File: config.mk
export PLATFORM = sky130hd
export DESIGN_NAME = qam_level_demodulator
export DESIGN_NICKNAME = d
export VERILOG_FILES = /design/src/rtl/qam_level_demodulator.sv
export SDC_FILE = /design/constraint.sdc
export NUM_CORES = 1
export LEC_CHECK = 0
export ABC_CLOCK_PERIOD_IN_PS = 2500
export CAP_MARGIN = 5
export CORE_ASPECT_RATIO = 1.75
export CORE_MARGIN = 5
export CORE_UTILIZATION = 30
export CTS_CLUSTER_SIZE = 14
export DETAILED_ROUTE_END_ITERATION = 10
export PLACE_DENSITY = 0.53
export SETUP_SLACK_MARGIN = 0.3
export SYNTH_ARGS = -nofsm -noshare
export SYNTH_HDL_FRONTEND = slang
export SYNTH_SLANG_ARGS = --single-unit
export TNS_END_PERCENT = 50
File: constraint.sdc
create_clock -name clk -period 2.5 [get_ports clk]
set_input_delay 0.375 -clock clk [delete_from_list [all_inputs] [get_ports clk]]
set_output_delay 0.375 -clock clk [all_outputs]
set_load 0.02 [all_outputs]
File: src/rtl/qam_level_demodulator.sv
// qam_level_demodulator: slices I/Q levels, serialises symbols and checks a 3-bit m-sequence
module qam_level_demodulator #(
  parameter int LOCK_CNT = 7,
  parameter int LOS_ERRS = 3,
  parameter int CNT_W    = 16
) (
  input  logic             clk,
  input  logic             rst,
  input  logic             sym_valid,
  input  logic [2:0]       Siga,
  input  logic [2:0]       Sigb,
  input  logic             clr_cnt,
  output logic [1:0]       SigI_rx,
  output logic [1:0]       SigQ_rx,
  output logic             bit_out,
  output logic             bit_valid,
  output logic             locked,
  output logic             err_flag,
  output logic [CNT_W-1:0] err_cnt,
  output logic [CNT_W-1:0] bit_cnt,
  output logic             overrun
);
  localparam int MW = (LOCK_CNT > 1) ? $clog2(LOCK_CNT) : 1;
  localparam int EW = (LOS_ERRS > 1) ? $clog2(LOS_ERRS) : 1;
  localparam logic [MW-1:0] MC_LAST = MW'(LOCK_CNT - 1);
  localparam logic [EW-1:0] EC_LAST = EW'(LOS_ERRS - 1);
  typedef enum logic [1:0] {SEARCH, TRACK, LOCKED} state_t;
  state_t          r_state, w_state_nx;
  logic [3:0]      r_hold;
  logic            r_hold_full;
  logic [3:0]      r_sh;
  logic [1:0]      r_sh_cnt;
  logic            r_busy;
  logic            w_load, w_accept, w_drop;
  logic [2:0]      r_hist, w_hist_nx;
  logic [1:0]      r_ld, w_ld_nx;
  logic [MW-1:0]   r_mc, w_mc_nx;
  logic [EW-1:0]   r_ec, w_ec_nx;
  logic            w_pred, w_match, w_cnt_bit, w_cnt_err;
  logic            w_bit_inc, w_err_inc;
  logic            w_unused;
  // the LSB of an odd level carries no symbol information
  assign w_unused  = ^{Siga[0], Sigb[0]};
  // transfer into the shifter when idle or while it emits its last bit
  assign w_load    = r_hold_full & (~r_busy | (r_sh_cnt == 2'd3));
  assign w_accept  = sym_valid & (~r_hold_full | w_load);
  assign w_drop    = sym_valid & r_hold_full & ~w_load;
  assign bit_out   = r_sh[3];
  assign bit_valid = r_busy;
  // d[n] = d[n-1] ^ d[n-3]; r_hist[0] is the newest bit
  assign w_pred    = r_hist[0] ^ r_hist[2];
  assign w_match   = bit_out == w_pred;
  assign w_bit_inc = w_cnt_bit & ~&bit_cnt;
  assign w_err_inc = w_cnt_err & ~&err_cnt;
  // slice accepted symbols into the received-symbol outputs and holding register
  always_ff @(posedge clk) begin
    if (!rst) begin
      SigI_rx     <= '0;
      SigQ_rx     <= '0;
      r_hold      <= '0;
      r_hold_full <= 1'b0;
    end else begin
      if (w_accept) begin
        SigI_rx <= Siga[2:1];
        SigQ_rx <= Sigb[2:1];
        r_hold  <= {Siga[2:1], Sigb[2:1]};
      end
      r_hold_full <= w_accept | (r_hold_full & ~w_load);
    end
  end
  // serialise I[1], I[0], Q[1], Q[0] on four consecutive cycles
  always_ff @(posedge clk) begin
    if (!rst) begin
      r_sh     <= '0;
      r_sh_cnt <= '0;
      r_busy   <= 1'b0;
    end else if (w_load) begin
      r_sh     <= r_hold;
      r_sh_cnt <= '0;
      r_busy   <= 1'b1;
    end else if (r_busy) begin
      r_sh     <= {r_sh[2:0], 1'b0};
      r_sh_cnt <= r_sh_cnt + 2'd1;
      r_busy   <= r_sh_cnt != 2'd3;
    end
  end
  // checker state register and bookkeeping
  always_ff @(posedge clk) begin
    if (!rst) begin
      r_state <= SEARCH;
      r_hist  <= '0;
      r_ld    <= '0;
      r_mc    <= '0;
      r_ec    <= '0;
      locked  <= 1'b0;
    end else begin
      r_state <= w_state_nx;
      r_hist  <= w_hist_nx;
      r_ld    <= w_ld_nx;
      r_mc    <= w_mc_nx;
      r_ec    <= w_ec_nx;
      locked  <= w_state_nx == LOCKED;
    end
  end
  // checker next state: acquire history, verify predictions, flywheel while locked
  always_comb begin
    w_state_nx = r_state;
    w_hist_nx  = r_hist;
    w_ld_nx    = r_ld;
    w_mc_nx    = r_mc;
    w_ec_nx    = r_ec;
    w_cnt_bit  = 1'b0;
    w_cnt_err  = 1'b0;
    if (bit_valid) begin
      w_hist_nx = {r_hist[1:0], bit_out};
      case (r_state)
        SEARCH: begin
          w_ld_nx = (r_ld == 2'd3) ? r_ld : r_ld + 2'd1;
          if (r_ld >= 2'd2 && |w_hist_nx) begin
            w_state_nx = TRACK;
            w_mc_nx    = '0;
          end
        end
        TRACK: begin
          if (!w_match) begin
            w_state_nx = SEARCH;
            w_ld_nx    = '0;
          end else if (r_mc == MC_LAST) begin
            w_state_nx = LOCKED;
            w_ec_nx    = '0;
          end else begin
            w_mc_nx = r_mc + 1'b1;
          end
        end
        LOCKED: begin
          w_hist_nx = {r_hist[1:0], w_pred};
          w_cnt_bit = 1'b1;
          w_cnt_err = ~w_match;
          w_ec_nx   = w_match ? '0 : r_ec + 1'b1;
          if (!w_match && r_ec == EC_LAST) begin
            w_state_nx = SEARCH;
            w_ld_nx    = '0;
          end
        end
        default: w_state_nx = SEARCH;
      endcase
    end
  end
  // saturating counters, error pulse and sticky overrun; clear beats increment
  always_ff @(posedge clk) begin
    if (!rst) begin
      err_cnt  <= '0;
      bit_cnt  <= '0;
      err_flag <= 1'b0;
      overrun  <= 1'b0;
    end else begin
      err_flag <= w_cnt_err;
      err_cnt  <= clr_cnt ? '0 : err_cnt + CNT_W'(w_err_inc);
      bit_cnt  <= clr_cnt ? '0 : bit_cnt + CNT_W'(w_bit_inc);
      overrun  <= clr_cnt ? 1'b0 : (overrun | w_drop);
    end
  end
endmodule

# ---- Word level (Yosys, flattened, before mapping)
# Cells that the tools add are included.
dict set report classes {
  n_eq_ne 16
  order_cmp 1
  addsub 6
  shifts 0
  div_mod_pow 0
  reduce_logical 18
  mux 27
  bitwise 17
  n_mul 0
}
# op n
set op_table {}
lappend op_table {{$add A16 B1 Y16} 2}
lappend op_table {{$reduce_and A16 Y1} 2}
lappend op_table {{$mux W2} 11}
lappend op_table {{$ne A2 B2 Y1 const B} 8}
lappend op_table {{$pmux W2 S3} 2}
lappend op_table {{$eq A2 B2 Y1 const B} 5}
lappend op_table {{$reduce_and A5 Y1} 2}
lappend op_table {{$mux W3} 3}
lappend op_table {{$mux W4} 2}
lappend op_table {{$and A1 B1 Y1} 7}
lappend op_table {{$mux W1} 7}
lappend op_table {{$add A2 B1 Y2 const B} 3}
lappend op_table {{$pmux W3 S2} 1}
lappend op_table {{$reduce_bool A2 Y1} 3}
lappend op_table {{$not A1 Y1} 5}
lappend op_table {{$or A1 B1 Y1} 4}
lappend op_table {{$pmux W2 S2} 1}
lappend op_table {{$reduce_and A4 Y1} 1}
lappend op_table {{$reduce_or A2 Y1} 2}
lappend op_table {{$add A3 B1 Y3 const B} 1}
lappend op_table {{$eq A3 B3 Y1 const B} 1}
lappend op_table {{$logic_not A1 Y1} 3}
lappend op_table {{$reduce_bool A3 Y1} 1}
lappend op_table {{$reduce_or A3 Y1} 1}
lappend op_table {{other kinds (6)} 7}
dict set report word_totals {
  ram_bits 0
  latchBits 0
  regBits 63
  n_memories 0
  elab_cells 102
  in_bits 10
  out_inout_bits 41
  romBits 0
}

# ---- Logic depth before layout (Yosys ltp)
# Gate-level depths: netlist of run 1.
dict set report logic_depth {
  word_depth 8
  mapped_depth 10
  ltp_nobuf 10
}

# ---- Least setup slack after synthesis of run 1
# No wires, ideal clock.
dict set report synth_path {
  kind {register to register}
  from {reg r_hist[0]}
  to {reg err_cnt[12]}
  t_required_ns 2.372
  setup_ns 0.128
  t_arrival_ns 1.978
  period_less_slack_ns 2.106
  slack_ns 0.394
  stages_incl_launch_ff 10
  n_path_buf 1
  path_cell_list {dfxtp_1 xnor3_2 buf_6 nor3_1 ha_1 ha_1 nand3_1 nor3_1 xnor2_1 nor2_1}
}
dict set report synth_between {
  elab_chain_cells 7
}
# item line_no
set synth_lines {}
lappend synth_lines {{start, declared} 35} ;# logic [2:0] r_hist, w_hist_nx;
lappend synth_lines {{start signal, assigned} 98} ;# r_hist <= w_hist_nx;
lappend synth_lines {{$xor A1 B1 Y1} 51} ;# assign w_pred = r_hist[0] ^ r_hist[2];
lappend synth_lines {{$eq A1 B1 Y1} 52} ;# assign w_match = bit_out == w_pred;
lappend synth_lines {{$not A1 Y1} 138} ;# w_cnt_err = ~w_match;
lappend synth_lines {{$mux W1} 116} ;# case (r_state)
lappend synth_lines {{$mux W1} 114} ;# if (bit_valid) begin
lappend synth_lines {{$and A1 B1 Y1} 54} ;# assign w_err_inc = w_cnt_err & ~&err_cnt;
lappend synth_lines {{$add A16 B1 Y16} 158} ;# err_cnt <= clr_cnt ? '0 : err_cnt + CNT_W'(w_err_inc);
lappend synth_lines {{end signal, assigned} 158}
lappend synth_lines {{end, declared} 19} ;# output logic [CNT_W-1:0] err_cnt,
# Every way passes these cells.
# A chain may end at the register's enable or synchronous reset.

# ---- Worst setup path in the final report of run 1
dict set report layout_path {
  from {reg r_state[0]}
  to {reg bit_cnt[14]}
}
dict set report layout_between {
  elab_chain_cells 5
}
# item line_no
set layout_lines {}
lappend layout_lines {{start, declared} 28} ;# state_t r_state, w_state_nx;
lappend layout_lines {{start signal, assigned} 97} ;# r_state <= w_state_nx;
lappend layout_lines {{$eq A2 B2 Y1} 116}
lappend layout_lines {{$mux W1} 116}
lappend layout_lines {{$mux W1} 114}
lappend layout_lines {{$and A1 B1 Y1} 53} ;# assign w_bit_inc = w_cnt_bit & ~&bit_cnt;
lappend layout_lines {{$add A16 B1 Y16} 159} ;# bit_cnt <= clr_cnt ? '0 : bit_cnt + CNT_W'(w_bit_inc);
lappend layout_lines {{end signal, assigned} 159}
lappend layout_lines {{end, declared} 20} ;# output logic [CNT_W-1:0] bit_cnt,
# Every way passes these cells.

==> flow_metrics.py, run 1 <==
metrics = {
    "critical_path": {
        "critPathArrivalTime_ps": 2280,
        "cp.depth": 8,
        "critPathRequiredTime_ps": 2760,
        "cp-start-kind": "register",
        "r2r_start": "r_state[0]",
        "critical_path_class": "reg2reg",
        "end_kind": "register",
        "cp_max_fo": 7,
        "crit_buf_inv": 1,
        "r2r.worst_path.cells": 8,
        "critPathTopFamily": "simple AND/OR/NAND/NOR gates",
        "slowest_stage": "or4b_1",
        "r2r-end": "bit_cnt[14]",
        "crit_start": "r_state[0]",
        "cpPeakStageDelay_ps": 480,
        "r2r_setup_slack_ps": 490,
        "path_cells": "inv_1, ha_4, nand2_2, nor2_1, ha_2, nand3_2, or4b_1, a21oi_1",
    },
    "detailed_routing": {
        "via_per_inst": 4.82,
        "drt_iter0_drc": 61,
        "postRouteWirelength_um": 6380,
        "wl_per_cell_um": 12.8,
        "drc_errors": 0,
        "dr.pass1.iters": 4,
        "final_antenna_net_count": 0,
        "vias": 2397,
    },
    "synth": {
        "muxShareOfSynthArea_pct": 3.18,
        "synth_seq_cells": 59,
        "synth_edf_count": 0,
        "syn-cell-area_mm2": 0.00284,
        "yosysSeqAreaShare_pct": 41.7,
        "syn-num-nets": 337,
        "synthXorXnorAreaFrac_pct": 8.25,
        "synthFlopType": "dfxtp_1",
        "synthAdderAreaFrac_pct": 6.62,
        "synthArstFlopShare_pct": 0,
        "synth_cell_types": 48,
        "synth_top_family_by_area": "simple AND/OR/NAND/NOR gates",
        "yosys_warnings": 0,
        "synth_cells": 312,
        "synth_area_per_cell_um2": 9.09,
        "yosys.area_share.simple_pct": 26.8,
        "synth-compound-area-share_pct": 10.1,
    },
    "clock_tree": {
        "cts_buffers": 9,
        "cts-root-buf": "clkbuf_16",
        "numClockSinks": 59,
        "clockBufferDepth": 2,
        "cts_tree": "yes",
        "clk_pin_slew_ps": 60,
        "clock_latency_ps": 330,
        "htree_num_levels": 3,
        "post-cts-setup-buffers": 0,
    },
    "timing": {
        "fmax_mhz": 497,
        "clock_skew_ps": 7.41,
        "fin_setup_tns_ps": 0,
        "slew_violations": 0,
        "final-hold-violation-count": 0,
        "grt_setup_unrepaired": "true",
        "holdWs_ps": 480,
        "layout_setup_ws_ps": 486,
        "fin_crit_sh_pct": 80.5,
        "finalSetupViolCount": 0,
        "worst_pin_slew_ps": 574,
        "relSlewSlack_pct": 61.6,
        "fin_crit_ps": 2010,
    },
    "power": {
        "clockPowerShare_pct": 56.8,
        "switchingPower_w": 0.000540,
        "p_sw_share_pct": 21.3,
        "power_density_mw_per_mm2": 654,
        "p_leak_nw": 1.39,
        "pwr-share-comb_pct": 5.0,
        "ir_drop_uv": 469,
        "total_power_w": 0.00253,
        "p_int_w": 0.00199,
        "seqPwrFrac_pct": 38.2,
    },
    "hold_path": {
        "holdCritStartpoint": "r_sh[0]",
        "hold_depth": 2,
        "hold_path_end": "r_sh[1]",
        "holdCritPathClass": "reg2reg",
    },
    "floorplan": {
        "dieArea_mm2": 0.0116,
        "rows": 47,
        "core_mm2": 0.00935,
        "die_h_um": 139,
        "initial_utilization_pct": 30.3,
        "die_w_um": 83.5,
        "io_pins": 51,
    },
    "placed_design": {
        "place_inst": 481,
        "io_buffers": 48,
        "place.gp.congestion": 0.742,
        "hpwl_um": 4760,
        "place_ws_ps": 252,
    },
    "global_routing": {
        "grt-ovfl-total": 0,
        "grt_pass1_vias": 2382,
        "antenna_found_initial": 0,
        "grt_usage_pct": 11.6,
        "grt_pass1_wl_um": 11100,
        "grt_max_degree": 20,
    },
    "layout": {
        "diodes": 0,
        "syn2layout_area_growth_pct": 36.6,
        "stdcell_count": 497,
        "finalNetCount": 395,
        "fillers": 922,
        "drive_above_1_share_pct": 12.0,
    },
    "run": {
        "max_cap_viol_count": 0,
    },
    "outcome": {
        "status": "finished clean",
    },
}
==> layer usage <==
| layer | track usage [%] | part of all wire (%) | vias up |
|---|---|---|---|
| li1 | - | - | 1227 |
| met1 | 11.9 | 39 | 1126 |
| met2 | 21.1 | 54 | 38 |
| met3 | 3.92 | 4.5 | 6 |
| met4 | 5.34 | 1.7 | 0 |
| met5 | 0 | 0 | - |
==> layout make-up <==
| type | count | area (µm²) | area share (%) |
|---|---|---|---|
| Clock buffer | 9 | 225 | 5.81 |
| Clock inverter | 7 | 124 | 3.20 |
| Inverter | 9 | 33.8 | 0.872 |
| Multi-Input combinational cell | 232 | 1590 | 41.0 |
| Sequential cell | 59 | 1190 | 30.6 |
| Tap cell | 122 | 153 | 3.94 |
| Timing Repair Buffer | 59 | 563 | 14.5 |
==> per-stage QoR <==
stage	area, µm²	utilization (%)
6_report	3870	41.4
5_1_grt	3870	41.4
4_1_cts	3840	41.1
3_5_place_dp	3490	37.3
3_3_place_gp	3490	37.3
2_1_floorplan	2840	-
==> Yosys cell counts, drive strengths merged, types with 6 or more instances <==
cell type,count,area [µm²]
a21oi,10,50.1
and2,7,43.8
buf,7,43.8
dfxtp,59,1180
ha,15,188
inv,9,33.8
mux2i,9,90.1
nand2,24,90.1
nand3,16,85.1
nand4,16,106
nor2,42,158
nor3,7,35.0
o21ai,8,40.0
or3,6,37.5
xnor2,7,61.3
xor2,17,149
==> worst min-delay path, stage by stage, from the launching register on <==
cell	delay (ps)
dfxtp_1	310
nand3_1	60
a21oi_1	60
==> kinds of logic after synthesis <==
logic type / after synthesis
xor+xnor: 25
simple gates: 143
flops: 59
compound gates: 40
fa+ha+maj: 15
mux: 9
buf+inv: 21
==> power by group through the flow <==
| stage | logic [W] | registers, W | clock network [W] |
|---|---|---|---|
| finish | 0.000127 | 0.000968 | 0.00144 |
| global route | 0.000143 | 0.000970 | 0.00152 |
| CTS | 0.000130 | 0.000968 | 0.00148 |
| detailed placement | 0.000129 | 0.000988 | 0 |
| global placement | 0.000128 | 0.000988 | 0 |
| floorplan | 0.0000752 | 0.000993 | 0 |
==> registers in the layout, summed over array words and instances, names as in the netlist <==
register and cells:
SigI_rx 2, SigQ_rx 1, bit_cnt 16, bit_valid 1, err_cnt 16, err_flag 1
locked 1, overrun 1, r_ec 2, r_hist 3, r_hold 1, r_hold_full 1
r_ld 2, r_mc 3, r_sh 4, r_sh_cnt 2, r_state 2
==> how the worst max path moves through the flow <==
stage / endpoint
global placement: bit_cnt[14]
global route: err_cnt[8]
detailed placement: bit_cnt[14]
finish: bit_cnt[14]
floorplan: err_cnt[12]
CTS: bit_cnt[14]
==> cells in the final DEF, fill, tap and decap left out, types with 9 or more instances in the layout <==
master | synthesis | routed
nand4_1 | 15 | 15
mux2i_1 | 9 | 9
buf_4 | 1 | 11
clkdlybuf4s50_1 | 0 | 48
inv_1 | 9 | 9
nor2_1 | 42 | 42
nand2_1 | 24 | 23
nand3_1 | 15 | 15
ha_1 | 15 | 12
a21oi_1 | 10 | 10
dfxtp_1 | 59 | 55
clkbuf_16 | 0 | 9
xor2_1 | 17 | 17
==> repair_timing <==
| action | in CTS | in global routing |
|---|---|---|
| resized for setup | 1 | 10 |
| hold buffers | 0 | 0 |
| pin swaps | 0 | 3 |
| endpoints found under the setup margin | 6 | 15 |
No activity file was read; power rests on OpenSTA's default activity.
==> inputs of run 2 (changes only) <==
--- a/config.mk
+++ b/config.mk
@@ -5,7 +5,7 @@
 export SDC_FILE = /design/constraint.sdc
 export NUM_CORES = 1
 export LEC_CHECK = 0
-export ABC_CLOCK_PERIOD_IN_PS = 2500
+export ABC_CLOCK_PERIOD_IN_PS = 1900
 export CAP_MARGIN = 5
 export CORE_ASPECT_RATIO = 1.75
 export CORE_MARGIN = 5
==> constraint.sdc (replaced) <==
create_clock -name clk -period 1.9 [get_ports clk]
set_input_delay 0.285 -clock clk [delete_from_list [all_inputs] [get_ports clk]]
set_output_delay 0.285 -clock clk [all_outputs]
set_load 0.02 [all_outputs]
==> run 2 against run 1 <==
Effect of this change:
- the run now ends with setup timing left
- sequential power grew 30%
- core utilization up 7.0 points
- first-iteration DRC count is 52% higher
- via count grew 10%
- clock-buffer cell count rose by 5
==> flow_metrics.py, run 2 (synthesis gave the netlist of run 1 again) <==
metrics = {
    "detailed_routing": {
        "dr.pass1.iters": 4,
        "wl_per_cell_um": 13.8,
        "drc_errors": 0,
        "final_antenna_net_count": 0,
        "via_per_inst": 4.84,
        "postRouteWirelength_um": 7560,
        "drt_iter0_drc": 93,
        "vias": 2642,
    },
    "timing": {
        "worst_pin_slew_ps": 366,
        "slew_violations": 0,
        "layout_setup_ws_ps": -14.6,
        "clock_skew_ps": 5.09,
        "grt_setup_unrepaired": "true",
        "finalSetupViolCount": 3,
        "final-hold-violation-count": 0,
        "fin_crit_ps": 1910,
        "relSlewSlack_pct": 75.6,
        "fin_crit_sh_pct": 101,
        "fmax_mhz": 522,
        "fin_setup_tns_ps": -22.3,
    },
    "critical_path": {
        "cp_max_fo": 4,
        "crit_buf_inv": 0,
        "critPathArrivalTime_ps": 2180,
        "end_kind": "register",
        "critPathTopFamily": "simple AND/OR/NAND/NOR gates",
        "slowest_stage": "xnor3_2",
        "cpPeakStageDelay_ps": 440,
        "path_cells": "xnor3_2, nor3_2, ha_2, and2_4, nand3_2, or3_1, a21oi_2",
        "critical_path_class": "reg2reg",
        "cp-start-kind": "register",
        "critPathRequiredTime_ps": 2160,
    },
    "clock_tree": {
        "clock_latency_ps": 330,
        "cts-root-buf": "clkbuf_16",
        "clockBufferDepth": 2,
        "cts_buffers": 9,
        "clk_pin_slew_ps": 50,
        "numClockSinks": 59,
        "htree_num_levels": 3,
        "cts_tree": "yes",
    },
    "floorplan": {
        "rows": 47,
        "initial_utilization_pct": 30.3,
        "io_pins": 51,
        "dieArea_mm2": 0.0116,
        "die_h_um": 139,
        "die_w_um": 83.5,
        "core_mm2": 0.00935,
    },
    "power": {
        "ir_drop_uv": 477,
        "p_leak_nw": 1.91,
        "total_power_w": 0.00306,
        "power_density_mw_per_mm2": 676,
    },
    "placed_design": {
        "io_buffers": 48,
        "hpwl_um": 5180,
        "place.gp.congestion": 0.791,
        "placed_area_mm2": 0.00381,
        "place_inst": 513,
    },
    "layout": {
        "diodes": 0,
        "final_cell_mix": "53 x buf_4, 41 x dfxtp_1, 41 x nor2_1",
        "fillers": 877,
        "stdcell_count": 546,
        "top_regs": "bit_cnt x16, err_cnt x16, r_sh x4",
        "final_area_mm2": 0.00453,
        "syn2layout_area_growth_pct": 59.7,
        "final_common_cell": "buf_4",
        "finalNetCount": 444,
        "drive_above_1_share_pct": 34.0,
    },
    "global_routing": {
        "antenna_found_initial": 0,
        "grt_max_degree": 31,
        "grt_pass1_vias": 2642,
        "grt_pass1_wl_um": 12600,
        "grt-ovfl-total": 0,
        "grt_usage_pct": 13.5,
    },
    "run": {
        "max_cap_viol_count": 0,
    },
    "outcome": {
        "status": "complete, but fails checks",
        "violations": "setup timing",
    },
    "hold_path": {
        "holdCritPathClass": "reg2reg",
    },
}
run 2: final timing paths:
check                                from          end  slack [ps]  cells after the start
worst min-delay path              overrun      overrun         470                      2
worst max-delay path            r_hist[0]  err_cnt[15]         -10                      7
worst min register to register    overrun      overrun         470                      2
worst max register to register  r_hist[0]  err_cnt[15]         -10                      7
run 2: timing repair:
item                       CTS  global route
setup endpoints to repair   73            49
resized for setup           80            24
buffers inserted            12             5
hold buffers                 0             0
pin swaps                   33            33
run 2: per-stage QoR:
step                util, %  hold slack [ps]  setup slack, ps
global route           48.4              491            -78.5
global placement       40.7              459            0.930
CTS                    46.7              475            -1.71
detailed placement     40.7              465            -46.1
finish                 48.4              470            -14.6
floorplan                 -              406            -85.8
run 2: layout make-up:
class / instances / area (µm²) / share of cell area [%]
Clock inverter: 2 / 35.0 / 0.774
Clock buffer: 14 / 254 / 5.61
Inverter: 9 / 33.8 / 0.746
Sequential cell: 59 / 1230 / 27.1
Multi-Input combinational cell: 232 / 1900 / 42.0
Timing Repair Buffer: 108 / 925 / 20.4
Tap cell: 122 / 153 / 3.37
run 2: layer usage:
metal	GRT usage (%)	part of all wire, %
met3	3.51	4.0
met5	0	0
met4	6.95	2.8
met2	25.3	56
met1	13.3	37
run 2: worst min-delay path, stage by stage, from the launching register on:
cell,delay [ps]
dfxtp_1,330
a21oi_1,40
nor2_1,70
run 2: where the power goes:
part,internal [W],switching (W)
combinational,0.0000972,0.000112
sequential,0.00125,0.0000156
clock,0.00105,0.000539
total,0.00239,0.000667
